### src/rtl/prng_pkg.sv
// Shared types and widths for the mask-randomness path around simple_prng.
package prng_pkg;

    typedef enum logic [1:0] {
        ST_UNSEEDED = 2'd0,
        ST_GEN      = 2'd1,
        ST_RESEED   = 2'd2
    } rnd_state_e;

    localparam int SEED_W         = 128;
    localparam int RND_W          = 64;
    localparam int STEPS_PER_WORD = 64;

endpackage

### src/rtl/rnd_fifo.sv
// Circular buffer of random words with a registered head word.
module rnd_fifo #(
    parameter int DEPTH = 4,
    parameter int W     = 64,
    parameter int CW    = $clog2(DEPTH + 1)
) (
    input  logic          clk,
    input  logic          rst,
    input  logic          push,
    input  logic [W-1:0]  din,
    input  logic          pop,
    output logic [W-1:0]  dout,
    output logic          valid,
    output logic [CW-1:0] count
);

    localparam int PW = $clog2(DEPTH);
    localparam logic [PW-1:0] LAST_PTR = PW'(DEPTH - 1);
    localparam logic [CW-1:0] DEPTH_C  = CW'(DEPTH);
    localparam logic [CW-1:0] ONE_C    = CW'(1);

    logic [W-1:0]  mem [DEPTH];
    logic [PW-1:0] wr_ptr;
    logic [PW-1:0] rd_ptr;
    logic [W-1:0]  head;
    logic          wr_en;
    logic          rd_en;

    function automatic logic [PW-1:0] ptr_inc(input logic [PW-1:0] p);
        return (p == LAST_PTR) ? '0 : p + 1'b1;
    endfunction

    assign wr_en = push && (count != DEPTH_C);
    assign rd_en = pop && (count != '0);
    assign valid = (count != '0);
    assign dout  = head;

    always_ff @(posedge clk) begin
        if (wr_en) begin
            mem[wr_ptr] <= din;
        end
    end

    // Head reloads from the incoming word whenever the buffer is (or is about to be) empty.
    always_ff @(posedge clk or posedge rst) begin
        if (rst) begin
            wr_ptr <= '0;
            rd_ptr <= '0;
            count  <= '0;
            head   <= '0;
        end else begin
            if (wr_en) begin
                wr_ptr <= ptr_inc(wr_ptr);
            end
            if (rd_en) begin
                rd_ptr <= ptr_inc(rd_ptr);
            end
            case ({wr_en, rd_en})
                2'b10:   count <= count + 1'b1;
                2'b01:   count <= count - 1'b1;
                default: count <= count;
            endcase
            if (wr_en && ((count == '0) || (rd_en && (count == ONE_C)))) begin
                head <= din;
            end else if (rd_en) begin
                head <= mem[ptr_inc(rd_ptr)];
            end
        end
    end

endmodule

### src/rtl/rnd_dispenser.sv
// Seeds and steps simple_prng, keeps one word per 64 LFSR steps, and asks for reseed.
// state       | meaning
// ST_UNSEEDED | after reset, waiting for a nonzero seed
// ST_GEN      | stepping the generator, pushing every 64th step
// ST_RESEED   | word budget used up, generator halted until new seed
module rnd_dispenser
    import prng_pkg::*;
#(
    parameter int DEPTH        = 4,
    parameter int RESEED_WORDS = 1024
) (
    input  logic              clk,
    input  logic              rst,
    input  logic              seed_valid_i,
    input  logic [SEED_W-1:0] seed_i,
    output logic              seed_ready_o,
    output logic              seed_err_o,
    output logic              reseed_req_o,
    output logic              prng_init_o,
    output logic              prng_en_o,
    output logic [SEED_W-1:0] prng_seed_o,
    input  logic [RND_W-1:0]  prng_i,
    output logic              rnd_valid_o,
    input  logic              rnd_ready_i,
    output logic [RND_W-1:0]  rnd_o
);

    localparam int CW  = $clog2(DEPTH + 1);
    localparam int WCW = (RESEED_WORDS > 1) ? $clog2(RESEED_WORDS + 1) : 1;
    localparam logic [CW-1:0]  DEPTH_C   = CW'(DEPTH);
    localparam logic [WCW-1:0] RESEED_C  = WCW'(RESEED_WORDS);
    localparam logic [5:0]     LAST_STEP = 6'(STEPS_PER_WORD - 1);

    rnd_state_e     state;
    logic [5:0]     step;
    logic [WCW-1:0] word_cnt;
    logic [WCW-1:0] word_next;
    logic [CW-1:0]  fifo_count;
    logic           seed_fire;
    logic           seed_nonzero;
    logic           push;
    logic           pop;
    logic           reseed_hit;

    assign seed_ready_o = (state == ST_UNSEEDED) || (state == ST_RESEED);
    assign seed_fire    = seed_valid_i && seed_ready_o;
    assign seed_nonzero = |seed_i;
    assign prng_init_o  = seed_fire && seed_nonzero;
    assign prng_seed_o  = seed_i;
    assign reseed_req_o = (state == ST_RESEED);

    // Stall the generator rather than drop words when the consumer is slow.
    assign prng_en_o = (state == ST_GEN) && (fifo_count < DEPTH_C);
    assign push      = prng_en_o && (step == LAST_STEP);
    assign pop       = rnd_valid_o && rnd_ready_i;

    assign word_next  = word_cnt + 1'b1;
    assign reseed_hit = (RESEED_WORDS != 0) && (word_next == RESEED_C);

    always_ff @(posedge clk or posedge rst) begin
        if (rst) begin
            state      <= ST_UNSEEDED;
            step       <= '0;
            word_cnt   <= '0;
            seed_err_o <= 1'b0;
        end else begin
            seed_err_o <= seed_fire && !seed_nonzero;
            if (prng_init_o) begin
                state    <= ST_GEN;
                step     <= '0;
                word_cnt <= '0;
            end else if (prng_en_o) begin
                step <= step + 1'b1;
                if (push) begin
                    word_cnt <= word_next;
                    if (reseed_hit) begin
                        state <= ST_RESEED;
                    end
                end
            end
        end
    end

    rnd_fifo #(
        .DEPTH (DEPTH),
        .W     (RND_W),
        .CW    (CW)
    ) u_fifo (
        .clk   (clk),
        .rst   (rst),
        .push  (push),
        .din   (prng_i),
        .pop   (pop),
        .dout  (rnd_o),
        .valid (rnd_valid_o),
        .count (fifo_count)
    );

endmodule

### config.mk
export PLATFORM = sky130hd
export DESIGN_NAME = rnd_dispenser
export DESIGN_NICKNAME = d
export VERILOG_FILES = /design/src/rtl/prng_pkg.sv /design/src/rtl/rnd_fifo.sv /design/src/rtl/rnd_dispenser.sv
export SDC_FILE = /design/constraint.sdc
export NUM_CORES = 1
export LEC_CHECK = 0
export BUFFER_PORTS_ARGS = -buffer_cell sky130_fd_sc_hd__buf_2
export CORE_ASPECT_RATIO = 1.75
export CORE_MARGIN = 2
export CORE_UTILIZATION = 27
export CTS_BUF_LIST = sky130_fd_sc_hd__clkbuf_2
export DETAILED_ROUTE_END_ITERATION = 10
export PLACE_DENSITY = 0.52
export SLEW_MARGIN = 10
export SYNTH_ARGS = -nofsm -noshare
export SYNTH_HDL_FRONTEND = slang
export SYNTH_SLANG_ARGS = --single-unit
### constraint.sdc
create_clock -name clk -period 4.6 [get_ports clk]
set_input_delay 1.38 -clock clk [delete_from_list [all_inputs] [get_ports clk]]
set_output_delay 1.38 -clock clk [all_outputs]
set_load 0.05 [all_outputs]
==> results.ini, run 1 <==
[finish]
num-fill-cells=5734
final_nets=1643
postLayoutCoreUtil_pct=32.19
drive_gt1_share_pct=39.47
design_area_sq_um=18060
final_common_cell=buf_2
layout_common_cells=buf_2 (393), edfxtp_1 (256), clkbuf_2 (126)
syn_to_final_growth_pct=18.06

[worst_setup_path]
crit_required_ns=3.22
path_max_fanout=2
end_kind=primary output
path_class=input pin to primary output
crit_arrival_ns=2.97
start_kind=input pin

[clock_tree]
ctsHtreeMaxLevel=3
cts.clk_slew.worst_paths_ns=0.10
tritoncts=built
hold_buffers=0
cts_sinks=347
cts_resized=0
postCtsSetupRepairBufs=0
clockBufferDepth=3
cts_root_buf=clkbuf_2
numCtsBuffers=83
clk_latency_ns=0.98

[sta]
setup_viol=0
finalCriticalPeriod_ns=4.355
setup-tns-final_ns=0
rsz0062_at_grt=false
period_share_pct=94.67
fin_hold_ws_ns=0.5149
hold_viol=0
relSlewSlack_pct=40.81
tightest_slew_ns=0.8878
max_freq_mhz=229.6
clock_skew_ns=0.05960
drv_slew=0

[placement]
portBuffers=393
place_area_sq_um=17160
hpwl_microns=32720
routabilityCongestion=0.9383

[power]
p_comb_share_pct=41.3
vdd_drop_max_mv=0.4146
seq_power_share_pct=37.5
p_leak_nw=7.047
pwr_density_cell_nw_per_um2=591.3
internal_power_w=0.006078
power_switching_w=0.004603
clockPowerShare_pct=21.2
p_total_w=0.01068
sw_frac_of_total_pct=43.09

[detailed_routing]
routedWlPerCell_microns=21.41
vias=10270
ant_nets=0
drt_iter0_drc=501
first_pass_iters=5
viasPerCell=4.648
drc=0
wl_microns=47320

[global_route]
grt_max_degree=129
grt_pass1_wl_microns=69540
grt_antenna_before_repair=6
first_global_vias=10830
grt_usage_pct=16.17
gr-total-overflow=0

[run_status]
status=finished clean

[floorplan]
dieHeight_microns=318.9
die_w_microns=184.0
rows=115
ios=394
core_area_sq_um=56120
die_area_sq_um=58660
start_util_pct=27.27

[synth]
synth-warning-count=0
synthDistinctLibCells=42
syn-cell-area_sq_um=15300
synthArstFlopShare_pct=26.22
seq_area_frac_synth_pct=65.12
synthCells=1128
synth_edf_count=256
syn_nets=1336
avgSynthCellArea_sq_um=13.56
ys_ff_latch=347
synth_top_flop_cell=edfxtp_1

[worst_hold_path]
hold_class=input pin to async pin

[run]
cap_violations=0

## worst max-delay path: stages
cell	delay [ns]
buf_2	0.12
nor4_1	0.34
nand4_1	0.19
nor4_1	0.41
buf_4	0.21
a21oi_1	0.08
buf_2	0.23
## layout make-up
cell class,instances,area (sq um),share of cell area (%)
diodes,3,7.507,0.04156
clock buffers,126,630.6,3.491
clock inverters,29,256.5,1.420
inverters,12,47.55,0.2632
multi-input cells,572,4075,22.56
flip-flops and latches,347,9968,55.18
well taps,702,878.3,4.862
repair buffers,419,2200,12.18
## metrics by stage
stage | worst slack [ns] | instances
final | 0.2450 | 2210
after detailed placement | 0.05784 | 2052
after CTS | 0.04551 | 2207
after global placement | 0.02475 | 2052
after global routing | 0.1632 | 2210
after floorplan | 0.7835 | 1128
## registers in the layout (all words and copies together), names as in the netlist
| register | count |
|---|---|
| state | 2 |
| seed_err_o | 1 |
| step | 6 |
| u_fifo.wr_ptr | 2 |
| word_cnt | 11 |
| u_fifo.rd_ptr | 2 |
| u_fifo.count | 3 |
| u_fifo.mem | 256 |
| u_fifo.dout | 64 |
## cell families after synthesis
family / count (synthesis) / share of synthesized area, %
flops: 347 / 65.12
compound gates: 283 / 11.87
buf+inv: 209 / 8.611
simple gates: 175 / 5.839
mux: 81 / 6.378
xor+xnor: 21 / 1.202
fa+ha+maj: 12 / 0.9812
## cells in the mapped netlist (all sizes together), types with 5 or more instances
cell | n | area share (%)
nand4 | 12 | 0.49
edfxtp | 256 | 50
a21oi | 56 | 1.8
and2 | 5 | 0.20
o21a | 51 | 2.5
buf | 153 | 7.2
nor3 | 7 | 0.33
xor2 | 5 | 0.29
nand2 | 79 | 1.9
mux2i | 66 | 4.3
nor4 | 37 | 1.7
dfrtp | 91 | 15
o21ai | 68 | 2.2
nor2 | 24 | 0.59
a211oi | 103 | 5.1
clkbuf | 44 | 1.1
xnor2 | 16 | 0.92
inv | 12 | 0.29
ha | 12 | 0.98
mux4 | 13 | 1.9
## routing by layer
layer	vias to the layer above	wire, microns	global-route usage (%)
met2	338	24570	28.65
met5	-	34	0
li1	4805	-	-
met3	59	2675	4.351
met1	5064	19090	18.76
met4	6	956	5.209
## path summary, 6_finish.rpt
path	end	slack, ns	depth (start not counted)	from
worst max-delay path	prng_init_o	0.25	7	seed_i[28]
worst min-delay path	u_fifo.dout[62]$_DFFE_PP0P_	0.51	2	rst
worst max register to register	u_fifo.dout[18]$_DFFE_PP0P_	1.81	7	u_fifo.rd_ptr[0]$_DFFE_PP0P_
worst min register to register	u_fifo.count[0]$_DFFE_PP0P_	0.55	1	u_fifo.count[0]$_DFFE_PP0P_
max in group asynchronous	u_fifo.dout[19]$_DFFE_PP0P_	3.28	3	rst
min in group clk	u_fifo.count[0]$_DFFE_PP0P_	0.55	1	u_fifo.count[0]$_DFFE_PP0P_
## power by group through the flow
stage          sequential [W]  clock, W  combinational [W]
2_1_floorplan         0.00496         0            0.00234
3_3_place_gp          0.00407         0            0.00447
3_5_place_dp          0.00409         0            0.00451
4_1_cts               0.00402   0.00238            0.00452
5_1_grt               0.00406   0.00254            0.00480
6_report              0.00400   0.00226            0.00441
(Power assumes the default switching activity.)
==> inputs of run 2 (changes only) <==
ABC_AREA = 1   (was default)
CORE_UTILIZATION = 55   (was 27)
PLACE_DENSITY = 0.82   (was 0.52)
==> run 2 against run 1 <==
Net effect:
- core utilization grew 31 points
- design area is 2.4% lower
- final cell count rose by 0.23%
- combinational power rose by 6.3%
- register-to-register slack barely moved
- worst setup slack gained 0.082 ns
- wire length rose by 22%
- critical endpoint unchanged
- largest power group unchanged
==> results.ini, run 2 <==
[run_status]
status=finished clean

[power]
p_comb_share_pct=44.7  ; +3.4 points
internal_power_w=0.005542  ; -8.8%
clockPowerShare_pct=18.6  ; -2.6 points
p_leak_nw=7.399  ; +5.0%
vdd_drop_max_mv=0.6842  ; +65%
seq_power_share_pct=36.7  ; -0.8 points
pwr_density_cell_nw_per_um2=595.5  ; +0.70%
power_switching_w=0.004959  ; +7.7%
sw_frac_of_total_pct=47.22  ; +4.1 points

[clock_tree]
tritoncts=built
ctsHtreeMaxLevel=3  ; unchanged
hold_buffers=0  ; unchanged
cts_sinks=347  ; unchanged
cts.clk_slew.worst_paths_ns=0.10  ; about the same
numCtsBuffers=73  ; -12%
postCtsSetupRepairBufs=0  ; unchanged
cts_resized=0  ; unchanged
clk_latency_ns=0.97  ; about the same
clockBufferDepth=3  ; unchanged
cts_root_buf=clkbuf_2

[synth]
seq_area_frac_synth_pct=63.78  ; -1.3 points
yosysMostFrequentCell=nand2_1
synth_top_area_share_pct=49.21  ; -1.0 points
synthCells=1488  ; +32%
synth_top_cell_by_area=edfxtp_1
synth_edf_count=256  ; unchanged
synth_top_flop_cell=edfxtp_1
syn-cell-area_sq_um=15620  ; +2.1%
ys_ff_latch=347  ; unchanged
synthDistinctLibCells=28  ; -33%
syn_nets=1696  ; +27%
synth_area_leaders=edfxtp_1 (49%), dfrtp_1 (15%), nand2_1 (7.8%), buf_4 (6.8%), nor2_1 (4.7%)
synthArstFlopShare_pct=26.22  ; unchanged
synth-warning-count=0  ; unchanged
synth_commonest_cells=nand2_1 (323), edfxtp_1 (256), nor2_1 (195)
avgSynthCellArea_sq_um=10.50  ; -23%

[detailed_routing]
vias=12810  ; +25%
viasPerCell=5.785  ; +24%
routedWlPerCell_microns=25.96  ; +21%
first_pass_iters=6  ; +1
drt_iter0_drc=1265  ; +150%
ant_nets=0  ; unchanged
highest_layer=met5
wl_microns=57510  ; +22%
drt-met1-wl_microns=16850  ; -12%
drc=0  ; unchanged
wl_met3_microns=6021  ; +130%
wl_met2_microns=29330  ; +19%

[run]
cap_violations=0  ; unchanged

[sta]
max_freq_mhz=234.0  ; +1.9%
drv_slew=0  ; unchanged
relSlewSlack_pct=32.15  ; -8.7 points
fin_ws_ns=0.3271  ; +0.08203 ns
hold_viol=0  ; unchanged
tightest_slew_ns=1.018  ; +0.1300 ns
setup_viol=0  ; unchanged
clock_skew_ns=0.08255  ; +0.02295 ns
finalCriticalPeriod_ns=4.273  ; -0.08203 ns
period_share_pct=92.89  ; -1.8 points
setup-tns-final_ns=0  ; unchanged
rsz0062_at_grt=false

[worst_hold_path]
hold_class=flop to flop
hold_path_depth=2

[global_route]
grt_max_degree=78  ; -40%
grt_antenna_before_repair=15  ; +9
first_global_vias=12140  ; +12%
grt_usage_pct=38.02  ; +22 points
gr-total-overflow=0  ; unchanged
grt_pass1_wl_microns=79770  ; +15%

[worst_setup_path]
critPathCapture=prng_init_o
rr_endpoint=u_fifo.dout[17]$_DFFE_PP0P_
path_max_fanout=2  ; unchanged
cp_top_family=simple AND/OR/NAND/NOR gates
crit_arrival_ns=2.89  ; -0.08 ns
path_buf_inv=2  ; -1
path_cells=buf_2 > nor2_1 > nand2_1 > nor2_1 > nand2_1 > nor2_1 > nand2_1 > nor2_1 > nor2_1 > buf_2
crit_required_ns=3.22  ; about the same
crit_top_cell=nor2_1
reg2reg_slack_ns=1.81  ; about the same
path_class=input pin to primary output
r2r-start=u_fifo.rd_ptr[0]$_DFFE_PP0P_
crit_start=seed_i[99]
end_kind=primary output
slowest_delay_ns=0.38  ; -0.03 ns
start_kind=input pin
rr_worst_depth=8  ; +1
path_depth=10  ; +3
crit_slowest_cell=nor2_1

[finish]
syn_to_final_growth_pct=12.89
layout_common_cells=buf_2 (393), nand2_1 (323), edfxtp_1 (256)
largest_register_ffs=256  ; unchanged
final_nets=1982  ; +21%
finalNonFillerCells=2215  ; +0.23%
drive_gt1_share_pct=30.53  ; -8.9 points
postLayoutCoreUtil_pct=63.05  ; +31 points
design_area_sq_um=17640  ; -2.4%
top_register=u_fifo.mem
final_common_cell=buf_2

[floorplan]
die_w_microns=131.4  ; -29%
start_util_pct=55.85  ; +29 points
core_area_sq_um=27970  ; -50%
rows=81  ; -30%
dieHeight_microns=227.0  ; -29%
die_area_sq_um=29820  ; -49%
ios=394  ; unchanged

[placement]
routabilityCongestion=1.055  ; +12%
dp_slack_ns=0.3032  ; +0.2453 ns
numPlacedInstances=2072  ; +0.97%
portBuffers=393  ; unchanged
place_area_sq_um=16900  ; -1.5%
hpwl_microns=41980  ; +28%

-- run 2: changes by cell type after synthesis, moves of 13 or more --
cell | before | now
a211oi_1 | 103 | 0
a21oi_1 | 56 | 98
a31oi_1 | 1 | 49
inv_1 | 12 | 27
mux2i_1 | 66 | 0
mux4_2 | 13 | 0
nand2_1 | 79 | 323
nand3_1 | 2 | 111
nor2_1 | 24 | 195
nor4_1 | 34 | 0
o21a_1 | 51 | 0
o22ai_1 | 1 | 14
-- run 2: layout make-up --
type                            instances  area (sq um)
Antenna cell                            8         20.02
Clock buffer                          109         545.5
Clock inverter                         26         172.7
Fill cell                            2319         10340
Inverter                               32         122.6
Multi-Input combinational cell        903          4183
Sequential cell                       347          9966
Tap cell                              373         466.7
Timing Repair Buffer                  417          2160
-- run 2: worst min-delay path by stage --
stage,to,start,slack (ns)
after CTS,u_fifo.dout[23]$_DFFE_PP0P_,u_fifo.dout[23]$_DFFE_PP0P_,0.51
after global placement,u_fifo.dout[2]$_DFFE_PP0P_,u_fifo.dout[2]$_DFFE_PP0P_,0.48
after global routing,u_fifo.dout[23]$_DFFE_PP0P_,u_fifo.dout[23]$_DFFE_PP0P_,0.53
final,u_fifo.dout[23]$_DFFE_PP0P_,u_fifo.dout[23]$_DFFE_PP0P_,0.51
after detailed placement,u_fifo.dout[63]$_DFFE_PP0P_,u_fifo.dout[63]$_DFFE_PP0P_,0.48
after floorplan,u_fifo.rd_ptr[1]$_DFFE_PP0P_,u_fifo.rd_ptr[1]$_DFFE_PP0P_,0.46
-- run 2: metrics by stage --
step	total power [W]	hold slack, ns
5_1_grt	0.01101	0.5342
3_3_place_gp	0.008458	0.4756
3_5_place_dp	0.008583	0.4807
6_report	0.01050	0.5092
4_1_cts	0.01049	0.5118
2_1_floorplan	0.007326	0.4570
-- run 2: cell families after synthesis --
family / share of synthesized area, %
adders and majority gates: 0.9611
DFF: 63.78
buffers and inverters: 9.699
and+or+nand+nor: 16.71
AOI/OAI and AO/OA: 8.233
xor gates and xnor gates: 0.6167
-- run 2: layer usage --
layer  vias up  global-route usage [%]
met5         -                       0
met2       936                   66.78
met4         6                   29.56
li1       5593                       -
met3       183                   11.51
met1      6096                   37.43
-- run 2: worst register-to-register path, stage by stage (launching register included) --
cell,delay [ns]
dfrtp_2,0.37
buf_4,0.55
nor2_4,0.06
inv_2,0.65
buf_4,0.50
nand2_1,0.11
a21oi_1,0.13
o21ai_0,0.13
a31oi_1,0.22
-- run 2: power by group through the flow --
| stage | clock network (W) | logic (W) | registers, W |
|---|---|---|---|
| 2_1_floorplan | 0 | 0.00243 | 0.00490 |
| 3_3_place_gp | 0 | 0.00455 | 0.00391 |
| 3_5_place_dp | 0 | 0.00466 | 0.00393 |
| 4_1_cts | 0.00196 | 0.00467 | 0.00386 |
| 5_1_grt | 0.00213 | 0.00499 | 0.00389 |
| 6_report | 0.00195 | 0.00469 | 0.00386 |
==> inputs of run 3 (changes only) <==
--- a/config.mk
+++ b/config.mk
@@ -9,2 +9,3 @@
 export BUFFER_PORTS_ARGS = -buffer_cell sky130_fd_sc_hd__buf_2
+export CAP_MARGIN = 20
 export CORE_ASPECT_RATIO = 1.75
--- a/constraint.sdc
+++ b/constraint.sdc
@@ -3,2 +3,2 @@
 set_output_delay 1.38 -clock clk [all_outputs]
-set_load 0.05 [all_outputs]
+set_load 0.1 [all_outputs]
==> run 3 against run 2 <==
Net effect:
- total power rose by 12%
- sequential cell count did not move
- sequential share of layout area fell by 0.18 points
- core utilization rose by 0.20 points
- wire length fell by 0.46%
- critical endpoint unchanged
- largest power group unchanged
==> results.ini, run 3 (synthesis gave the netlist of run 2 again) <==
[worst_setup_path]
reg2reg_slack_ns=1.60  ; -0.21 ns
start_kind=input pin
crit_required_ns=3.22  ; about the same
path_buf_inv=2  ; unchanged
slowest_delay_ns=0.51  ; +0.13 ns
path_class=input pin to primary output
crit_slowest_cell=nor2_1
cp_top_family=simple AND/OR/NAND/NOR gates
crit_top_cell=nor2_1
crit_arrival_ns=3.16  ; +0.27 ns
end_kind=primary output
path_max_fanout=2  ; unchanged
path_cells=buf_2 > nor2_1 > nand2_1 > nor2_1 > nand2_1 > nor2_1 > nand2_1 > nor2_1 > nor2_1 > buf_12

[detailed_routing]
routedWlPerCell_microns=25.80  ; -0.64%
vias=12650  ; -1.3%
ant_nets=0  ; unchanged
drc=0  ; unchanged
first_pass_iters=7  ; +1
wl_microns=57240  ; -0.46%
drt_iter0_drc=1561  ; +23%
viasPerCell=5.699  ; -1.5%

[power]
p_total_w=0.01177  ; +12%
p_leak_nw=7.413  ; +0.19%
pwr_density_cell_nw_per_um2=665.4  ; +12%
vdd_drop_max_mv=0.4986  ; -27%

[sta]
setup_viol=0  ; unchanged
drv_slew=0  ; unchanged
hold_viol=0  ; unchanged
tightest_slew_ns=1.012  ; -0.005962 ns
rsz0062_at_grt=false
setup-tns-final_ns=0  ; unchanged
max_freq_mhz=220.2  ; -5.9%
relSlewSlack_pct=32.45  ; +0.30 points
finalCriticalPeriod_ns=4.542  ; +0.2688 ns
clock_skew_ns=0.1299  ; +0.04734 ns
period_share_pct=98.73  ; +5.8 points

[floorplan]
die_area_sq_um=29820  ; unchanged
core_area_sq_um=27970  ; unchanged
die_w_microns=131.4  ; unchanged
dieHeight_microns=227.0  ; unchanged
ios=394  ; unchanged
start_util_pct=55.85  ; unchanged
rows=81  ; unchanged

[clock_tree]
cts.clk_slew.worst_paths_ns=0.13  ; +0.03 ns
clk_latency_ns=0.99  ; +0.02 ns
postCtsSetupRepairBufs=0  ; unchanged
cts_sinks=347  ; unchanged
clockBufferDepth=3  ; unchanged
cts_resized=0  ; unchanged
tritoncts=built
hold_buffers=0  ; unchanged
ctsHtreeMaxLevel=3  ; unchanged
numCtsBuffers=72  ; -1.4%
cts_root_buf=clkbuf_2

[global_route]
grt_max_degree=78  ; unchanged
first_global_vias=12170  ; +0.21%
grt_usage_pct=38.54  ; +0.52 points
grt_pass1_wl_microns=80550  ; +0.98%
grt_antenna_before_repair=15  ; unchanged
gr-total-overflow=0  ; unchanged

[worst_hold_path]
hold_class=input pin to async pin

[finish]
top_register=u_fifo.mem
final_nets=1982  ; unchanged
layout_common_cells=buf_2 (392), nand2_1 (323), edfxtp_1 (256)
design_area_sq_um=17690  ; +0.32%
finalNonFillerCells=2219  ; +0.18%
num-fill-cells=2274  ; -1.9%
syn_to_final_growth_pct=13.25
seq_area_sq_um=9966  ; unchanged
largest_register_ffs=256  ; unchanged
final_common_cell=buf_2
drive_gt1_share_pct=30.32  ; -0.22 points
multi_input_area_sq_um=4183  ; unchanged

[placement]
routabilityCongestion=1.038  ; -1.6%
hpwl_microns=42350  ; +0.88%
portBuffers=393  ; unchanged
numPlacedInstances=2072  ; unchanged
place_area_sq_um=16940  ; +0.24%

[run]
cap_violations=0  ; unchanged

[run_status]
status=finished clean

==> run 3: stage by stage <==
step / setup WS [ns] / hold slack (ns) / utilization (%)
after floorplan: 0.2469 / 0.4570 / -
after global placement: 0.04502 / 0.4789 / 60.55
after detailed placement: 0.08340 / 0.4830 / 60.55
after CTS: 0.07796 / 0.5045 / 63.07
after global routing: 0.09757 / 0.4008 / 63.25
final: 0.05827 / 0.4240 / 63.25
==> run 3: report_power, final <==
part | switching (W) | leakage (nW) | internal, W
clock network | 0.00118 | 0.527 | 0.000728
logic | 0.00486 | 3.58 | 0.00110
registers | 0.000222 | 3.31 | 0.00368
total | 0.00626 | 7.41 | 0.00551
==> run 3: path summary, 6_finish.rpt <==
check                                                  start                            to  cells after the start
worst max-delay path                              seed_i[99]                   prng_init_o                     10
worst min-delay path                                     rst   u_fifo.dout[31]$_DFFE_PP0P_                      2
worst max register to register  u_fifo.rd_ptr[0]$_DFFE_PP0P_   u_fifo.dout[33]$_DFFE_PP0P_                      7
worst min register to register  u_fifo.rd_ptr[1]$_DFFE_PP0P_  u_fifo.rd_ptr[1]$_DFFE_PP0P_                      2
max in group asynchronous                                rst   u_fifo.dout[55]$_DFFE_PP0P_                      3
min in group clk                u_fifo.rd_ptr[1]$_DFFE_PP0P_  u_fifo.rd_ptr[1]$_DFFE_PP0P_                      2
==> run 3: layer usage <==
layer | wire length [microns] | track usage (%) | up-vias
met5 | 14 | 0 | -
met4 | 6371 | 34.71 | 2
met3 | 5738 | 11.33 | 179
met2 | 28400 | 65.65 | 851
met1 | 16710 | 37.96 | 6014
li1 | - | - | 5601
==> run 3: area by class of cell <==
| cell class | instances | share of cell area, % |
|---|---|---|
| inverter | 32 | 0.6931 |
| sequential | 347 | 56.33 |
| clock inverter | 31 | 1.068 |
| tap | 373 | 2.638 |
| clock buffer | 103 | 2.914 |
| multi-input combinational | 903 | 23.64 |
| timing repair buffer | 418 | 12.55 |
| antenna | 12 | 0.1697 |
